File: src/rtl/rf_read_port_arbiter.sv
// Round-robin arbiter for the single register-array read port, with a 2-deep in-order
// tagged response queue. Define RDARB_PERF_EN to add conflict/stall perf counters.
module rf_read_port_arbiter_lane #(
  parameter int ADDR_W  = 7,
  parameter int ENTRIES = 128
) (
  input  logic [ADDR_W-1:0] addr,
  output logic              oor
);
  assign oor = (32'(addr) >= 32'(ENTRIES));
endmodule

module rf_read_port_arbiter #(
  parameter int NUM_REQ = 4,
  parameter int REQ_IDW = 2,
  parameter int ADDR_W  = 7,
  parameter int DATA_W  = 16,
  parameter int ENTRIES = 128
) (
  input  logic                      clk,
  input  logic                      rst_n,
  input  logic [NUM_REQ-1:0]        req_valid,
  input  logic [NUM_REQ*ADDR_W-1:0] req_addr,
  output logic [NUM_REQ-1:0]        req_ready,
  input  logic                      arr_busy,
  output logic                      arr_rd_en,
  output logic [ADDR_W-1:0]         arr_rd_id,
  input  logic [DATA_W-1:0]         arr_rd_data,
  output logic                      rsp_valid,
  input  logic                      rsp_ready,
  output logic [REQ_IDW-1:0]        rsp_id,
  output logic [DATA_W-1:0]         rsp_data,
  output logic                      rsp_err
`ifdef RDARB_PERF_EN
  ,
  output logic [15:0]               perf_conflict_cnt,
  output logic [15:0]               perf_stall_cnt
`endif
);
  typedef struct packed {
    logic [REQ_IDW-1:0] id;
    logic               err;
    logic [DATA_W-1:0]  data;
  } rsp_t;

  logic [NUM_REQ-1:0][ADDR_W-1:0] addr_a;
  logic [NUM_REQ-1:0]             oor;

  for (genvar g = 0; g < NUM_REQ; g++) begin : g_lane
    assign addr_a[g] = req_addr[g*ADDR_W +: ADDR_W];
    rf_read_port_arbiter_lane #(.ADDR_W(ADDR_W), .ENTRIES(ENTRIES)) u_lane (
      .addr (addr_a[g]),
      .oor  (oor[g])
    );
  end

  logic [REQ_IDW-1:0] rr_ptr, gnt_idx, rr_nxt, cand;
  logic               gnt_found, occ_ok, issue, pop;
  logic [1:0]         cnt;
  logic               infl, infl_err;
  logic [REQ_IDW-1:0] infl_id;
  rsp_t               q [2];
  logic               wr_ptr, rd_ptr;
  rsp_t               head;
  int                 idx;

  assign pop = rsp_valid & rsp_ready;
  // Queue plus in-flight read may never exceed two outstanding responses.
  assign occ_ok = ({1'b0, cnt} + {2'b0, infl}) < (3'd2 + {2'b0, pop});

  always_comb begin
    gnt_found = 1'b0;
    gnt_idx   = '0;
    idx       = 0;
    cand      = '0;
    for (int k = 0; k < NUM_REQ; k++) begin
      idx = int'(rr_ptr) + k;
      if (idx >= NUM_REQ) idx = idx - NUM_REQ;
      cand = REQ_IDW'(idx);
      if (!gnt_found && req_valid[cand]) begin
        gnt_found = 1'b1;
        gnt_idx   = cand;
      end
    end
  end

  assign rr_nxt    = (gnt_idx == REQ_IDW'(NUM_REQ-1)) ? '0 : gnt_idx + REQ_IDW'(1);
  // rst_n gates issue so no grant or strobe escapes while held in reset.
  assign issue     = rst_n & ~arr_busy & gnt_found & occ_ok;
  assign req_ready = issue ? (NUM_REQ'(1) << gnt_idx) : '0;
  assign arr_rd_en = issue & ~oor[gnt_idx];
  assign arr_rd_id = arr_rd_en ? addr_a[gnt_idx] : '0;

  assign head      = q[rd_ptr];
  assign rsp_valid = (cnt != 2'd0);
  assign rsp_id    = rsp_valid ? head.id   : '0;
  assign rsp_err   = rsp_valid ? head.err  : 1'b0;
  assign rsp_data  = rsp_valid ? head.data : '0;

  always_ff @(posedge clk or negedge rst_n) begin
    if (!rst_n) begin
      rr_ptr   <= '0;
      infl     <= 1'b0;
      infl_err <= 1'b0;
      infl_id  <= '0;
      cnt      <= 2'd0;
      wr_ptr   <= 1'b0;
      rd_ptr   <= 1'b0;
      q[0]     <= '0;
      q[1]     <= '0;
    end else begin
      infl     <= issue;
      infl_err <= issue & oor[gnt_idx];
      infl_id  <= gnt_idx;
      if (issue) rr_ptr <= rr_nxt;
      // Array data lands the cycle after the strobe; capture it straight into the tail.
      if (infl) begin
        q[wr_ptr] <= '{id: infl_id, err: infl_err, data: (infl_err ? '0 : arr_rd_data)};
        wr_ptr    <= ~wr_ptr;
      end
      if (pop) rd_ptr <= ~rd_ptr;
      cnt <= cnt + {1'b0, infl} - {1'b0, pop};
    end
  end

`ifdef RDARB_PERF_EN
  logic conflict, stall;
  assign conflict = |(req_valid & (req_valid - NUM_REQ'(1)));
  assign stall    = (|req_valid) & ~issue;

  always_ff @(posedge clk or negedge rst_n) begin
    if (!rst_n) begin
      perf_conflict_cnt <= 16'h0;
      perf_stall_cnt    <= 16'h0;
    end else begin
      if (conflict && perf_conflict_cnt != 16'hFFFF) perf_conflict_cnt <= perf_conflict_cnt + 16'h1;
      if (stall && perf_stall_cnt != 16'hFFFF)       perf_stall_cnt    <= perf_stall_cnt + 16'h1;
    end
  end
`endif
endmodule

File: config.mk
export PLATFORM = sky130hd
export DESIGN_NAME = rf_read_port_arbiter
export DESIGN_NICKNAME = d
export VERILOG_FILES = /design/src/rtl/rf_read_port_arbiter.sv
export SDC_FILE = /design/constraint.sdc
export NUM_CORES = 1
export LEC_CHECK = 0
export BUFFER_PORTS_ARGS = -buffer_cell sky130_fd_sc_hd__buf_2
export CORE_UTILIZATION = 45
export DETAILED_ROUTE_END_ITERATION = 6
export GPL_ROUTABILITY_DRIVEN = 0
export PLACE_DENSITY = 0.8
export SLEW_MARGIN = 40
export SYNTH_ARGS = -nofsm -noshare
export SYNTH_HDL_FRONTEND = slang
export SYNTH_SLANG_ARGS = --single-unit
File: constraint.sdc
create_clock -name clk -period 2.81 [get_ports clk]
set_input_delay 0.281 -clock clk [delete_from_list [all_inputs] [get_ports clk]]
set_output_delay 0.281 -clock clk [all_outputs]
set_load 0.02 [all_outputs]
* Word level (Yosys, flattened, before mapping)
Cells that the tools add are included.
** Operators by class
- $add $sub $neg :: 12
- Multipliers :: 0
- Divide/modulo/power cells :: 0
- $lt $le $gt $ge :: 13
- Eq/ne operators :: 1
- Shift operators :: 1
- Multiplexer cells :: 37
- Bitwise logic cells :: 12
- Reduce and logical (&&, ||, !) cells :: 8
** Operators with widths (number)
- $mux 19 :: 4
- $bwmux 38 :: 1
- $mux 16 :: 2
- $mux 2 :: 10
- $demux 19 s1 :: 1
- $lt 2x3->1 const B :: 5
- $bmux 7 s2 :: 1
- $mux 7 :: 2
- $bmux 1 s2 :: 5
- $mux 1 :: 10
- $ge 3x3->1 const B :: 3
- $sub 2x1->2 const B :: 4
- $add 2x2->3 const B :: 2
- $and 1x1->1 :: 6
- $ge 2x2->1 const B :: 2
- $logic_and 1x1->1 :: 4
- $mux 4 :: 1
- $not 1->1 :: 4
- $not 1->2 :: 2
- $shl 1x2->4 const A :: 1
- $add 2x1->3 :: 1
- $add 2x1->3 const A :: 1
- $add 2x1->3 const B :: 1
- $ge 2x3->1 const B :: 1
- 8 further kinds :: 10
** Storage, ports and cells
- Bits in registers :: 48
- Bits in latches :: 0
- RAM bits :: 0
- Memory bits (read-only) :: 0
- Bits of input ports :: 52
- Output and inout bits :: 32
- Word-level logic and storage cells :: 97
- Memories kept :: 0

* Longest topological paths before layout
Gate-level depths: netlist of the first run.
- Depth in word-level cells :: 19
- Depth in mapped cells :: 7
- Mapped depth without buffers :: 7

* Hierarchy
A second synthesis of the first run with hierarchy kept.
** Unflattened totals
- Cell total of the unflattened synthesis :: 279
- Area total of the unflattened synthesis :: 2637.5 um2
** By module, submodules not included
- rf_read_port_arbiter :: times used 1, cells an instance 271, area an instance 2592.5 um2, sequential area each 1201.2 um2
- rf_read_port_arbiter_lane :: times used 4, cells an instance 2, area an instance 11.3 um2, sequential area each 0.0 um2

* Worst setup path after synthesis of the first run
Ideal clock, no wire load.
- Path kind :: reg2out
- Start point :: register cnt[0]
- End point :: output port arr_rd_id[0]
- Data arrival time :: 1.898 ns
- Data required time :: 2.529 ns
- Slack :: 0.631 ns
- Stages on the path, launching flop included :: 8
- Path buffers :: 1
- Cells stage by stage :: dfrtp_1 > ha_1 > ha_1 > nor4b_1 > and2_1 > buf_2 > nand2_2 > o22ai_1
** On the way
- Word-level cells in the longest chain between the ends :: 7
- Elaborated cells between the ends (all ways) :: 8
- Classes of those cells :: add/sub (2); order compare (1); mux (1); bitwise (3); reduce/logical (1)
** Ends and longest elaborated chain
- start: declaration :: line 59 : logic [1:0] cnt;
- start signal: assignment :: line 122 : cnt <= cnt + {1'b0, infl} - {1'b0, pop};
- $reduce_bool 2->1 :: line 95 : assign rsp_valid = (cnt != 2'd0);
- $and 1x1->1 :: line 67 : assign pop = rsp_valid & rsp_ready;
- $add 2x1->3 :: line 69 : assign occ_ok = ({1'b0, cnt} + {2'b0, infl}) < (3'd2 + {2'b0, pop});
- $lt 3x3->1 (*) :: line 69
- $and 1x1->1 (*) :: line 89 : assign issue = rst_n & ~arr_busy & gnt_found & occ_ok;
- $and 1x1->1 (*) :: line 91 : assign arr_rd_en = issue & ~oor[gnt_idx];
- via arr_rd_en :: line 26 : output logic arr_rd_en,
- $mux 7 (*) :: line 92 : assign arr_rd_id = arr_rd_en ? addr_a[gnt_idx] : '0;
- end: declaration :: line 27 : output logic [ADDR_W-1:0] arr_rd_id,
Mark *: on every way through the listed nets, which the timed path passes. The rest lies on a longest branch.

* Final worst setup path of the first run
- Start point :: register infl
- End point :: output port arr_rd_id[6]
** On the way
- Word-level cells in the longest chain between the ends :: 5
** Ends and longest elaborated chain
- start: declaration :: line 60 : logic infl, infl_err;
- start signal: assignment :: line 112 : infl <= issue;
- $add 2x1->3 :: line 69
- $lt 3x3->1 :: line 69
- $and 1x1->1 :: line 89
- $and 1x1->1 :: line 91
- $mux 7 :: line 92
No other way between the ends.

==> results of run 1 <==
-- cell usage after synthesis (all sizes together) --
| master | instances | area [µm²] |
|---|---|---|
| a21oi | 3 | 18.8 |
| a2bb2oi | 1 | 26.3 |
| and2 | 6 | 40.0 |
| buf | 7 | 55.1 |
| clkbuf | 1 | 3.75 |
| conb | 1 | 3.75 |
| dfrtp | 45 | 1130 |
| ha | 8 | 100 |
| inv | 7 | 26.3 |
| mux2 | 37 | 417 |
| mux2i | 33 | 330 |
| nand2 | 4 | 20.0 |
| nand3b | 1 | 11.3 |
| nor2 | 20 | 77.6 |
| nor3 | 1 | 16.3 |
| nor3b | 1 | 7.51 |
| nor4 | 1 | 6.26 |
| nor4b | 1 | 8.76 |
| o21ai | 3 | 15.0 |
| o22ai | 7 | 50.1 |
| xnor2 | 3 | 26.3 |
| xor2 | 1 | 8.76 |
-- cells by family (layout without fill, tap and decap cells) --
| family | count (synthesis) | after routing | share of synthesized area [%] |
|---|---|---|---|
| muxes | 70 | 70 | 31.2 |
| and+or+nand+nor | 35 | 35 | 7.84 |
| DFF | 45 | 45 | 47.0 |
| adders and majority gates | 8 | 8 | 4.18 |
| AOI/OAI and AO/OA | 14 | 14 | 4.60 |
| other | 1 | 1 | 0.157 |
| buffers and inverters | 15 | 102 | 3.55 |
| xor gates and xnor gates | 4 | 4 | 1.46 |
-- area by class of cell --
cell class / count / area [µm²] / area share, %
inverters: 7 / 26.3 / 0.879
multi-input cells: 132 / 1190 / 39.7
well taps: 70 / 87.6 / 2.93
clock buffers: 7 / 86.3 / 2.89
repair buffers: 87 / 448 / 15.0
clock inverters: 1 / 30.0 / 1.00
flip-flops and latches: 45 / 1130 / 37.7
-- report_power, final --
part / leakage [nW] / switching (mW) / internal [mW]
logic: 0.932 / 0.897 / 0.783
registers: 0.535 / 0.193 / 0.973
clock network: 0.0585 / 0.199 / 0.290
-- worst reg2reg max path, stage by stage, from the launching register on --
cell     delay (ps)
dfrtp_1         440
ha_1            200
ha_1            180
nor4b_1         260
and2_1          350
mux2_2          370
-- layout by cell type, fill, tap and decap left out, types with 2 or more instances in the layout --
cell type and count:
a21oi_1 2, and2_1 5, buf_2 82, buf_4 5
clkbuf_8 6, dfrtp_1 45, ha_1 8, inv_1 5
inv_2 2, mux2_2 37, mux2i_1 33, nand2_2 3
nor2_1 19, o21ai_0 2, o22ai_1 6, xnor2_1 3
-- how the worst max path moves through the flow --
stage          slack, ps  cells past startpoint        startpoint            to
3_5_place_dp         580                      7  cnt[0]$_DFF_PN0_  arr_rd_id[6]
4_1_cts              250                      7    infl$_DFF_PN0_  arr_rd_id[6]
2_1_floorplan        630                      7  cnt[0]$_DFF_PN0_  arr_rd_id[0]
6_report             260                      7    infl$_DFF_PN0_  arr_rd_id[6]
5_1_grt               40                      7    infl$_DFF_PN0_  arr_rd_id[2]
3_3_place_gp         620                      7  cnt[0]$_DFF_PN0_  arr_rd_id[3]
-- per-layer routing --
metal | track usage, % | wire [µm]
met1 | 20.4 | 1930
met2 | 27.4 | 2100
met3 | 4.28 | 340
met4 | 6.92 | 33
met5 | 0 | 0
-- per-stage QoR --
step | cell area, µm² | cells | hold WS [ps]
finish | 2990 | 349 | 96.5
global placement | 2870 | 341 | 435
CTS | 2990 | 349 | 114
floorplan | 2390 | 192 | -14.6
global route | 2990 | 349 | 148
detailed placement | 2870 | 341 | 435
-- flip-flops by register name, summed over array words and instances, names as in the netlist --
name and cells:
infl_id 2, rd_ptr 1, cnt 2, q 36, rr_ptr 2, infl 1, wr_ptr 1
==> flow_metrics.py, run 1 <==
metrics = {
    "status": {
        "status": "complete, no violations",
    },
    "run": {
        "drv_cap": 0,
    },
    "logic_synthesis": {
        "yosysSeqAreaShare_pct": 47.0,
        "yosysWarnings": 0,
        "avgSynthCellArea_um2": 12.5,
        "synth_area_um2": 2390,
        "postSynthNetCount": 252,
        "ys_ff_latch": 45,
        "netlist_instances": 192,
        "synthDistinctLibCells": 31,
    },
    "place": {
        "hpwl_um": 3180,
        "io_buffers": 82,
        "pre_cts_ws_ps": 583,
    },
    "setup_path": {
        "critPathMaxStageDelay_ps": 440,
        "crit_fanout": 10,
        "cp_common_cell": "ha_1",
        "path_cells": "ha_1 -> ha_1 -> nor4b_1 -> and2_1 -> nand2_2 -> o22ai_1 -> buf_2",
        "critical-path-top-delay-family": "simple AND/OR/NAND/NOR gates",
        "cp-end-kind": "output port",
        "r2r_slack_ps": 900,
        "r2r-start": "infl$_DFF_PN0_",
        "r2r-end": "rr_ptr[1]$_DFFE_PN0P_",
        "path_buf_inv": 1,
        "timing_worst_setup_path_type": "register to output port",
        "arrival_ps": 2270,
        "worst_setup_path_start_kind": "register",
        "worst_ep_required_time_ps": 2530,
        "crit_path_top_delay_cell": "dfrtp_1",
        "reg2reg_depth": 5,
    },
    "floorplanning": {
        "start_util_pct": 46.9,
        "die_h_um": 75.0,
        "die_area_um2": 5620,
        "core_um2": 5110,
        "rows": 26,
        "ioPinCount": 84,
        "fp.dieW_um": 75.0,
    },
    "cts": {
        "cts-root-buf": "clkbuf_8",
        "cts_setup_buffers": 0,
        "cts_max_level": 2,
        "clkTransAtPathRegs_ps": 80,
        "cts_hold_buf": 0,
        "cts_resized": 0,
        "cts_buffers": 5,
        "clockBufferDepth": 2,
        "cts.sinks": 45,
        "cts_tree": "built",
        "clk_latency_ps": 290,
    },
    "cells_and_area": {
        "nets": 338,
        "syn_to_final_growth_pct": 24.9,
        "final_util_pct": 58.5,
        "drive_gt1_share_pct": 51.3,
        "fillers": 441,
        "diodes": 0,
    },
    "power_and_ir_drop": {
        "powerDensity_nw_per_um2": 1120,
        "ir_drop_mv": 0.405,
        "power.leakage_nw": 1.53,
        "p_total_mw": 3.34,
    },
    "sta": {
        "slew_headroom_pct": 62.9,
        "clock.fmax_mhz": 393,
        "fin_skew_ps": 7.46,
        "finalSetupTns_ps": 0,
        "final.period_utilization_pct": 90.7,
        "fin_ws_ps": 262,
        "finalSetupViolCount": 0,
        "tightest_slew_ps": 557,
        "min_period_ps": 2550,
        "rsz0062_at_grt": "false",
        "hold_violations": 0,
        "slew_viol_final": 0,
    },
    "min_path": {
        "hold_class": "primary input to async pin",
    },
    "global_route": {
        "antenna_found_initial": 0,
        "grt.total_usage_pct": 16.5,
        "grt_pass1_wl_um": 6910,
        "grt-ovfl-total": 0,
        "grt_max_degree": 46,
        "grt_pass1_vias": 1572,
    },
    "route": {
        "firstDrtPassIters": 3,
        "postRouteAntennaNets": 0,
        "routed_via_density": 4.95,
        "wire_per_inst_um": 12.6,
        "drtIter0Drc": 69,
        "dr_total_vias": 1727,
        "drc": 0,
        "routed_wl_um": 4400,
    },
}
Power figures use the tool's default switching activity.
==> run 2, diff against run 1 <==
CORE_UTILIZATION = 50   (was 45)
PLACE_DENSITY = 0.82   (was 0.8)
==> run 2 against run 1 <==
  * The run now ends with DRC left
  * Hold slack worse by 3.5 ps
  * First-iteration DRC count grew 35%
  * Sequential share of layout area grew 0.32 points
  * Clock-buffer cell count is the same
  * Critical path type unchanged
  * Critical endpoint is now arr_rd_id[1]
==> flow_metrics.py, run 2 (synthesis gave the netlist of run 1 again) <==
metrics = {
    "sta": {
        "finalSetupTns_ps": 0,
        "fin_ws_ps": 196,
        "final.period_utilization_pct": 93.0,
        "min_period_ps": 2610,
        "slew_viol_final": 0,
        "clock.fmax_mhz": 383,
        "finalSetupViolCount": 0,
        "tightest_slew_ps": 787,
        "rsz0062_at_grt": "false",
        "hold_violations": 0,
        "hold_slack_ps": 93.0,
        "slew_headroom_pct": 47.4,
        "fin_skew_ps": 4.22,
    },
    "setup_path": {
        "r2r-start": "cnt[0]$_DFF_PN0_",
        "cp-end-kind": "output port",
        "worst_setup_path_start_kind": "register",
        "arrival_ps": 2330,
        "critPathMaxStageDelay_ps": 410,
        "worst_ep_required_time_ps": 2530,
        "path_cells": "ha_1 -> ha_1 -> nor4b_1 -> and2_1 -> nand2_2 -> o22ai_1 -> buf_2",
        "timing_worst_setup_path_type": "register to output port",
        "cp-startpoint": "cnt[0]$_DFF_PN0_",
        "crit_path_top_delay_cell": "dfrtp_1",
        "cp_common_cell": "ha_1",
        "crit_fanout": 10,
    },
    "cells_and_area": {
        "drive_gt1_share_pct": 50.9,
        "layout_common_cells": "buf_2 (82), dfrtp_1 (45), mux2_2 (37), mux2i_1 (33), nor2_1 (19)",
        "largest_reg_flops": 36,
        "multi_input_comb_area_um2": 1180,
        "diodes": 0,
        "final_util_pct": 66.3,
        "final_area_um2": 2970,
        "fillers": 352,
        "instances_no_fill": 331,
        "layout_commonest_cell": "buf_2",
        "seq_area_um2": 1130,
        "nets": 338,
        "regMostFlops": "q",
        "syn_to_final_growth_pct": 23.8,
    },
    "route": {
        "firstDrtPassIters": 6,
        "routed_wl_um": 4520,
        "drtIter0Drc": 93,
        "routed_via_density": 5.21,
        "drc": 6,
        "postRouteAntennaNets": 0,
        "dr_total_vias": 1725,
        "wire_per_inst_um": 13.7,
    },
    "global_route": {
        "grt_max_degree": 46,
        "grt_pass1_vias": 1614,
        "grt.total_usage_pct": 19.1,
        "grt_pass1_wl_um": 7390,
        "antenna_found_initial": 0,
        "grt-ovfl-total": 0,
    },
    "floorplanning": {
        "die_area_um2": 5070,
        "start_util_pct": 53.5,
        "core_um2": 4470,
        "die_h_um": 71.2,
        "fp.dieW_um": 71.2,
        "ioPinCount": 84,
        "rows": 24,
    },
    "cts": {
        "cts_resized": 0,
        "clkTransAtPathRegs_ps": 80,
        "cts.sinks": 45,
        "cts_hold_buf": 0,
        "clk_latency_ps": 290,
        "cts-root-buf": "clkbuf_8",
        "clockBufferDepth": 2,
        "cts_setup_buffers": 0,
        "cts_buffers": 5,
        "cts_tree": "built",
        "cts_max_level": 2,
    },
    "power_and_ir_drop": {
        "powerDensity_nw_per_um2": 1130,
        "internal_power_mw": 2.05,
        "ir_drop_mv": 0.468,
        "power.leakage_nw": 1.52,
        "sw_frac_of_total_pct": 38.9,
        "p_seq_share_pct": 34.6,
        "p_clk_share_pct": 14.6,
        "share_comb_of_total_power_pct": 50.8,
        "switchingPower_mw": 1.31,
        "p_total_mw": 3.36,
    },
    "run": {
        "drv_cap": 0,
    },
    "place": {
        "placed_cells": 323,
        "hpwl_um": 3330,
        "placed_cell_area_um2": 2850,
        "pre_cts_ws_ps": 511,
        "io_buffers": 82,
    },
    "status": {
        "violations": "DRC",
        "status": "finished with violations",
    },
    "min_path": {
        "hold_class": "primary input to async pin",
    },
}
## run 2: cell counts in the layout (fill, tap and decap cells not counted)
Identical to the previous run, type by type.
## run 2: cell type report
class                   instances  area share (%)
clock buffers                   7            2.91
clock inverters                 1            1.01
inverters                       7           0.886
multi-input cells             132            39.9
flip-flops and latches         45            38.0
well taps                      52            2.19
repair buffers                 87            15.1
## run 2: metal layers
layer  vias up  wire length [µm]  track usage, %
li1        846                 -               -
met1       801              1970            23.5
met2        70              2190            32.2
met3         8               277            5.27
met4         0                79            6.67
met5         -                 0               0
## run 2: worst paths after layout
path / to / slack [ps] / cells past startpoint
max: arr_rd_id[1] / 200 / 7
min: cnt[0]$_DFF_PN0_ / 90 / 2
max reg2reg: rr_ptr[1]$_DFFE_PN0P_ / 870 / 5
min reg2reg: rd_ptr$_DFFE_PN0P_ / 480 / 1
max in group asynchronous: q[11]$_DFFE_PN0P_ / 2350 / 2
min in group clk: q[1]$_DFFE_PN0P_ / 230 / 2
## run 2: worst max-delay path: cells and delay by family (launching register included)
kind | cells | cell delay [ps]
AO/OA/AOI/OAI | 1 | 210
flip-flops | 1 | 410
buffers and inverters | 1 | 190
adder cells (fa/ha/maj) | 2 | 390
AND/OR/NAND/NOR | 3 | 830
## run 2: power groups by stage
stage          Sequential, mW  Combinational, mW  Clock (mW)
5_1_grt                  1.20               1.85       0.535
6_report                 1.16               1.70       0.489
3_3_place_gp             1.15               1.68           0
2_1_floorplan            1.12               1.31           0
3_5_place_dp             1.18               1.73           0
4_1_cts                  1.16               1.73       0.504
